### config.mk
export PLATFORM = sky130hd
export DESIGN_NAME = alu_sequencer_flat
export DESIGN_NICKNAME = d
export VERILOG_FILES = /design/src/rtl/alu_pkg.sv /design/src/rtl/alu_sequencer_if.sv /design/src/rtl/alu_decode.sv /design/src/rtl/alu_sequencer.sv /design/src/flat_wrapper.sv
export SDC_FILE = /design/constraint.sdc
export NUM_CORES = 1
export LEC_CHECK = 0
export ABC_AREA = 1
export CAP_MARGIN = 20
export CORE_MARGIN = 2
export CORE_UTILIZATION = 36
export CTS_BUF_LIST = sky130_fd_sc_hd__clkbuf_2
export DETAILED_ROUTE_END_ITERATION = 8
export PLACE_DENSITY_LB_ADDON = 0.15
export SLEW_MARGIN = 0
export SYNTH_ARGS = -nofsm -noshare
export SYNTH_HDL_FRONTEND = slang
export SYNTH_SLANG_ARGS = --single-unit
export TNS_END_PERCENT = 10
### constraint.sdc
create_clock -name clock -period 1.06 [get_ports clock]
set_input_delay 0.265 -clock clock [delete_from_list [all_inputs] [get_ports clock]]
set_output_delay 0.265 -clock clock [all_outputs]
set_load 0.1 [all_outputs]
### src/rtl/alu_pkg.sv
// Shared constants and types for the ALU sequencer slice: ALU operation codes,
// opcode values, branch kinds and the sequencer state encoding.
package alu_pkg;

  localparam logic [3:0] ALU_AND = 4'b0000;
  localparam logic [3:0] ALU_OR  = 4'b0001;
  localparam logic [3:0] ALU_ADD = 4'b0010;
  localparam logic [3:0] ALU_SUB = 4'b0110;
  localparam logic [3:0] ALU_SLT = 4'b0111;
  localparam logic [3:0] ALU_NOR = 4'b1100;

  localparam logic [6:0] OP_RTYPE  = 7'b0110011;
  localparam logic [6:0] OP_ITYPE  = 7'b0010011;
  localparam logic [6:0] OP_LOAD   = 7'b0000011;
  localparam logic [6:0] OP_STORE  = 7'b0100011;
  localparam logic [6:0] OP_BRANCH = 7'b1100011;

  typedef enum logic [2:0] {
    BR_NONE,
    BR_EQ,
    BR_NE,
    BR_LT,
    BR_GE
  } br_kind_t;

  typedef enum logic [1:0] {
    S_IDLE,
    S_ISSUE,
    S_DONE
  } state_t;

endpackage

### src/rtl/alu_sequencer_if.sv
// Instruction-field / ALU / result handshake bundle for alu_sequencer.
// slave = the sequencer, master = the environment driving it.
interface alu_sequencer_if;
  logic        inValid;
  logic        inReady;
  logic [6:0]  opcode;
  logic [2:0]  funct3;
  logic        funct7b5;
  logic [3:0]  ALUControl;
  logic [31:0] ALUOut;
  logic        zero;
  logic [31:0] result;
  logic        branchTaken;
  logic        illegal;
  logic        outValid;
  logic        outReady;

  modport slave (
    input  inValid, opcode, funct3, funct7b5, ALUOut, zero, outReady,
    output inReady, ALUControl, result, branchTaken, illegal, outValid
  );

  modport master (
    output inValid, opcode, funct3, funct7b5, ALUOut, zero, outReady,
    input  inReady, ALUControl, result, branchTaken, illegal, outValid
  );
endinterface

### src/rtl/alu_decode.sv
// Combinational field decoder: opcode/funct3/funct7b5 -> ALU code, branch kind, illegal.
// Optional macro ALU_SEQUENCER_ILLEGAL_EN enables reporting of undecodable fields.
module alu_decode
  import alu_pkg::*;
(
  input  logic [6:0] opcode,
  input  logic [2:0] funct3,
  input  logic       funct7b5,
  output logic [3:0] code,
  output br_kind_t   kind,
  output logic       illegal
);

  logic [3:0] raw_code;
  logic       bad;

  always_comb begin
    raw_code = ALU_ADD;
    kind     = BR_NONE;
    bad      = 1'b0;
    unique case (opcode)
      OP_RTYPE, OP_ITYPE: begin
        case (funct3)
          3'b000:  raw_code = (opcode == OP_RTYPE && funct7b5) ? ALU_SUB : ALU_ADD;
          3'b111:  raw_code = ALU_AND;
          3'b110:  raw_code = ALU_OR;
          3'b010:  raw_code = ALU_SLT;
          default: bad = 1'b1;
        endcase
      end
      OP_LOAD, OP_STORE: raw_code = ALU_ADD;
      OP_BRANCH: begin
        case (funct3)
          3'b000: begin raw_code = ALU_SUB; kind = BR_EQ; end
          3'b001: begin raw_code = ALU_SUB; kind = BR_NE; end
          3'b100: begin raw_code = ALU_SLT; kind = BR_LT; end
          3'b101: begin raw_code = ALU_SLT; kind = BR_GE; end
          default: bad = 1'b1;
        endcase
      end
      default: bad = 1'b1;
    endcase
  end

`ifdef ALU_SEQUENCER_ILLEGAL_EN
  assign illegal = bad;
  assign code    = raw_code;
`else
  // Undecodable fields fall back to a plain ADD with no branch outcome.
  assign illegal = 1'b0;
  assign code    = bad ? ALU_ADD : raw_code;
`endif

endmodule

### src/rtl/alu_sequencer.sv
// Three-state sequencer: accepts instruction fields, issues one ALU op, captures the outcome.
// With ALU_SEQUENCER_ILLEGAL_EN defined, undecodable fields skip ISSUE and report illegal.
module alu_sequencer
  import alu_pkg::*;
(
  input  logic                  clock,
  input  logic                  reset,
  alu_sequencer_if.slave        bus
);

  state_t     state_q, state_d;
  logic [3:0] code_q;
  br_kind_t   kind_q;
  logic [31:0] result_q;
  logic       taken_q;
  logic       illegal_q;
  logic       taken_d;

  logic [3:0] dec_code;
  br_kind_t   dec_kind;
  logic       dec_illegal;

  alu_decode u_decode (
    .opcode   (bus.opcode),
    .funct3   (bus.funct3),
    .funct7b5 (bus.funct7b5),
    .code     (dec_code),
    .kind     (dec_kind),
    .illegal  (dec_illegal)
  );

  always_comb begin
    state_d = state_q;
    taken_d = 1'b0;
    case (kind_q)
      BR_EQ:   taken_d = bus.zero;
      BR_NE:   taken_d = !bus.zero;
      BR_LT:   taken_d = bus.ALUOut[0];
      BR_GE:   taken_d = !bus.ALUOut[0];
      default: taken_d = 1'b0;
    endcase
    case (state_q)
      S_IDLE:  if (bus.inValid) state_d = dec_illegal ? S_DONE : S_ISSUE;
      S_ISSUE: state_d = S_DONE;
      S_DONE:  if (bus.outReady) state_d = S_IDLE;
      default: state_d = S_IDLE;
    endcase
  end

  always_ff @(posedge clock) begin
    if (reset) begin
      state_q   <= S_IDLE;
      code_q    <= ALU_AND;
      kind_q    <= BR_NONE;
      result_q  <= '0;
      taken_q   <= 1'b0;
      illegal_q <= 1'b0;
    end else begin
      state_q <= state_d;
      case (state_q)
        S_IDLE: begin
          if (bus.inValid) begin
            // Illegal fields leave the issued code untouched and produce a zero outcome.
            if (dec_illegal) begin
              illegal_q <= 1'b1;
              result_q  <= '0;
              taken_q   <= 1'b0;
            end else begin
              illegal_q <= 1'b0;
              code_q    <= dec_code;
              kind_q    <= dec_kind;
            end
          end
        end
        S_ISSUE: begin
          result_q <= bus.ALUOut;
          taken_q  <= taken_d;
        end
        default: ;
      endcase
    end
  end

  assign bus.inReady     = (state_q == S_IDLE);
  assign bus.outValid    = (state_q == S_DONE);
  assign bus.ALUControl  = code_q;
  assign bus.result      = result_q;
  assign bus.branchTaken = taken_q;
  assign bus.illegal     = illegal_q;

endmodule

### src/flat_wrapper.sv
// flat-port wrapper written by rule: the top's interface ports become plain ports
module alu_sequencer_flat import alu_pkg::*;
  (clock, reset, bus_inValid, bus_opcode, bus_funct3, bus_funct7b5, bus_ALUOut, bus_zero, bus_outReady, bus_inReady, bus_ALUControl, bus_result, bus_branchTaken, bus_illegal, bus_outValid);
  alu_sequencer_if bus_i ();
  input  logic clock;
  input  logic reset;
  input wire logic [$bits(bus_i.inValid)-1:0] bus_inValid;
  input wire logic [$bits(bus_i.opcode)-1:0] bus_opcode;
  input wire logic [$bits(bus_i.funct3)-1:0] bus_funct3;
  input wire logic [$bits(bus_i.funct7b5)-1:0] bus_funct7b5;
  input wire logic [$bits(bus_i.ALUOut)-1:0] bus_ALUOut;
  input wire logic [$bits(bus_i.zero)-1:0] bus_zero;
  input wire logic [$bits(bus_i.outReady)-1:0] bus_outReady;
  output wire logic [$bits(bus_i.inReady)-1:0] bus_inReady;
  output wire logic [$bits(bus_i.ALUControl)-1:0] bus_ALUControl;
  output wire logic [$bits(bus_i.result)-1:0] bus_result;
  output wire logic [$bits(bus_i.branchTaken)-1:0] bus_branchTaken;
  output wire logic [$bits(bus_i.illegal)-1:0] bus_illegal;
  output wire logic [$bits(bus_i.outValid)-1:0] bus_outValid;
  assign bus_i.inValid = bus_inValid;
  assign bus_i.opcode = bus_opcode;
  assign bus_i.funct3 = bus_funct3;
  assign bus_i.funct7b5 = bus_funct7b5;
  assign bus_i.ALUOut = bus_ALUOut;
  assign bus_i.zero = bus_zero;
  assign bus_i.outReady = bus_outReady;
  assign bus_inReady = bus_i.inReady;
  assign bus_ALUControl = bus_i.ALUControl;
  assign bus_result = bus_i.result;
  assign bus_branchTaken = bus_i.branchTaken;
  assign bus_illegal = bus_i.illegal;
  assign bus_outValid = bus_i.outValid;
  alu_sequencer u_core (.clock(clock), .reset(reset), .bus(bus_i));
endmodule
==> impl_metrics.json <==
{
  "grt_max_degree": 34,
  "drtAntennaViolNets": 0,
  "dp_hpwl_microns": 3070,
  "yosys-top-cells-area": "dfxtp_1 (50%), nor2_1 (16%), o21ai_0 (10%)",
  "grt_use_total_pct": 16.6,
  "period_needed_ns": 1.43,
  "diodes": 0,
  "p_total_mw": 4.35,
  "die_area_sq_um": 5100,
  "final_cell_mix": "nor2_1 (67), clkdlybuf4s50_1 (47), buf_12 (40)",
  "ir_worst_vdd_v": 0.000895,
  "root_buffer": "clkbuf_2",
  "timing.rr.start": "u_core.state_q[0]$_SDFFE_PP0P_",
  "end_kind": "output pin",
  "rsz0062_at_grt": "true",
  "timing.rr.end": "u_core.kind_q[1]$_SDFFE_PP0P_",
  "io_buffers": 85,
  "antenna_found_initial": 0,
  "syn-cell-area_sq_um": 1640,
  "finalClockSkew_ns": 0.0240,
  "met1_length_microns": 1830,
  "hold_viol_final": 0,
  "yosysTopAreaCellShare_pct": 50.2,
  "grt_pass1_wl_microns": 6760,
  "wl_microns": 4220,
  "clkTransAtPathRegs_ns": 0.20,
  "globalplace.congestion": 0.804,
  "status": "finished, violations left",
  "arrival_ns": 1.17,
  "initial_core_util_pct": 37.6,
  "drive_above_1_share_pct": 37.0,
  "wl_per_cell_microns": 11.4,
  "grt_pass1_vias": 1570,
  "highest_layer": "met4",
  "core_sq_um": 4350,
  "layout_setup_ws_ns": -0.370,
  "yosysWarnings": 0,
  "netlist_instances": 217,
  "slew_viol_final": 0,
  "ys_seq_elements": 41,
  "io_pins": 88,
  "drtPass1Iterations": 4,
  "grt-ovfl-total": 0,
  "die_x_microns": 71.4,
  "area_growth_syn_to_layout_pct": 96.9,
  "fin_crit_sh_pct": 135,
  "hold_ws_ns": 0.436,
  "reg2reg_setup_slack_ns": -0.16,
  "hold_class": "input port to register",
  "wl_met2_microns": 2090,
  "crit_required_ns": 0.79,
  "vias": 1676,
  "fin_area_sq_um": 3220,
  "vias_per_cell": 4.52,
  "p_per_area_nw_per_um2": 1350,
  "p_leak_nw": 1.39,
  "postSynthAreaPerCell_sq_um": 7.54,
  "rr_worst_depth": 7,
  "ys_types": 24,
  "timing.max_cap.violations": 0,
  "drcViolationCount": 0,
  "cts_buffers": 5,
  "clk_path_buf_depth": 2,
  "crit_fanout": 2,
  "crit_end": "bus_inReady",
  "insertion_delay_ns": 0.37,
  "drt_iter0_markers": 72,
  "clock-sinks": 41,
  "worstSetupPathType": "register to output pin",
  "setup.worst_path.start": "u_core.state_q[0]$_SDFFE_PP0P_",
  "cts_tree": "done",
  "fin_nets": 366,
  "cp-start-kind": "register",
  "h-tree-depth": 2,
  "rows": 24,
  "violations": "negative setup slack",
  "mostFrequentLayoutCell": "nor2_1",
  "die_h_microns": 71.4,
  "synth_top_area_cell": "dfxtp_1",
  "wl_met3_microns": 272,
  "dpl_cell_area_sq_um": 3010,
  "setup_viol": 77,
  "fmax_mhz": 699,
  "ys_seq_area_share_pct": 50.2
}
[worst max-delay path, stage by stage, from the launching register on]
cell and delay, ns:
dfxtp_2 0.38, buf_12 0.12, nor2_4 0.12, buf_12 0.18
[cells by family (layout without fill, tap and decap cells)]
| family | after synthesis | in the layout | synth area share, % |
|---|---|---|---|
| flops | 41 | 41 | 50.2 |
| compound gates | 47 | 47 | 15.5 |
| other cells | 1 | 2 | 0.229 |
| simple gates | 100 | 100 | 25.3 |
| buf+inv | 28 | 129 | 8.79 |
[worst min-delay path by stage]
stage	from	end	slack [ns]	depth (start not counted)
after floorplan	bus_ALUOut[29]	u_core.bus.result[29]$_SDFFE_PP0N_	0.40	2
after global placement	u_core.kind_q[2]$_SDFFE_PP0P_	u_core.kind_q[2]$_SDFFE_PP0P_	0.48	2
after detailed placement	u_core.kind_q[2]$_SDFFE_PP0P_	u_core.kind_q[2]$_SDFFE_PP0P_	0.49	2
after CTS	bus_ALUOut[28]	u_core.bus.result[28]$_SDFFE_PP0N_	0.41	3
after global routing	bus_ALUOut[21]	u_core.bus.result[21]$_SDFFE_PP0N_	0.41	3
final	bus_ALUOut[28]	u_core.bus.result[28]$_SDFFE_PP0N_	0.44	3
[power breakdown]
part	internal (mW)	switching (mW)	total [mW]
Clock	0.403	0.464	0.867
Sequential	1.66	0.104	1.77
Combinational	0.689	1.03	1.72
Total	2.76	1.60	4.35
[routing by layer]
layer | global-route usage, % | vias to the layer above
met5 | 0 | -
met4 | 5.24 | 0
met3 | 4.92 | 2
met2 | 28.2 | 49
met1 | 20.1 | 737
li1 | - | 888
[synthesized netlist by cell type, drive strengths merged]
| cell | n |
|---|---|
| o2111ai | 1 |
| a21oi | 7 |
| a211oi | 1 |
| nand3 | 5 |
| inv | 16 |
| nand2 | 19 |
| buf | 11 |
| o32ai | 1 |
| nand4 | 2 |
| or2 | 1 |
| dfxtp | 41 |
| nor2 | 73 |
| conb | 1 |
| clkbuf | 1 |
| o21ai | 36 |
| o211a | 1 |
[final cells by class]
class	count	area, sq um
tap	52	65.1
multi-input combinational	149	704
clock buffer	6	30.0
clock inverter	2	33.8
timing repair buffer	105	1450
sequential	41	873
fill	321	1130
inverter	16	65.1
[state kept, by name, summed over array words and instances, names as in the netlist]
register	count
u_core.bus.branchTaken	1
u_core.kind_q	3
u_core.bus.ALUControl	3
u_core.state_q	2
u_core.bus.result	32
[metrics by stage]
step / TNS [ns] / cells / setup WS, ns / utilization (%)
after floorplan: -14.34 / 218 / -0.351 / -
after global placement: -7.46 / 357 / -0.350 / 69.1
after detailed placement: -8.03 / 357 / -0.400 / 69.1
after CTS: -10.15 / 367 / -0.418 / 72.3
after global routing: -14.69 / 371 / -0.459 / 74.0
final: -9.09 / 371 / -0.370 / 74.0
[timing repair]
item                                    4_1_cts  5_1_grt
resized for setup                            42       13
cloned                                        0        1
buffers inserted                              2        3
endpoints found under the hold margin         0        0
endpoints found under the setup margin       76       78
hold buffers                                  0        0
pin swaps                                     3        5
Power figures use the tool's default switching activity.
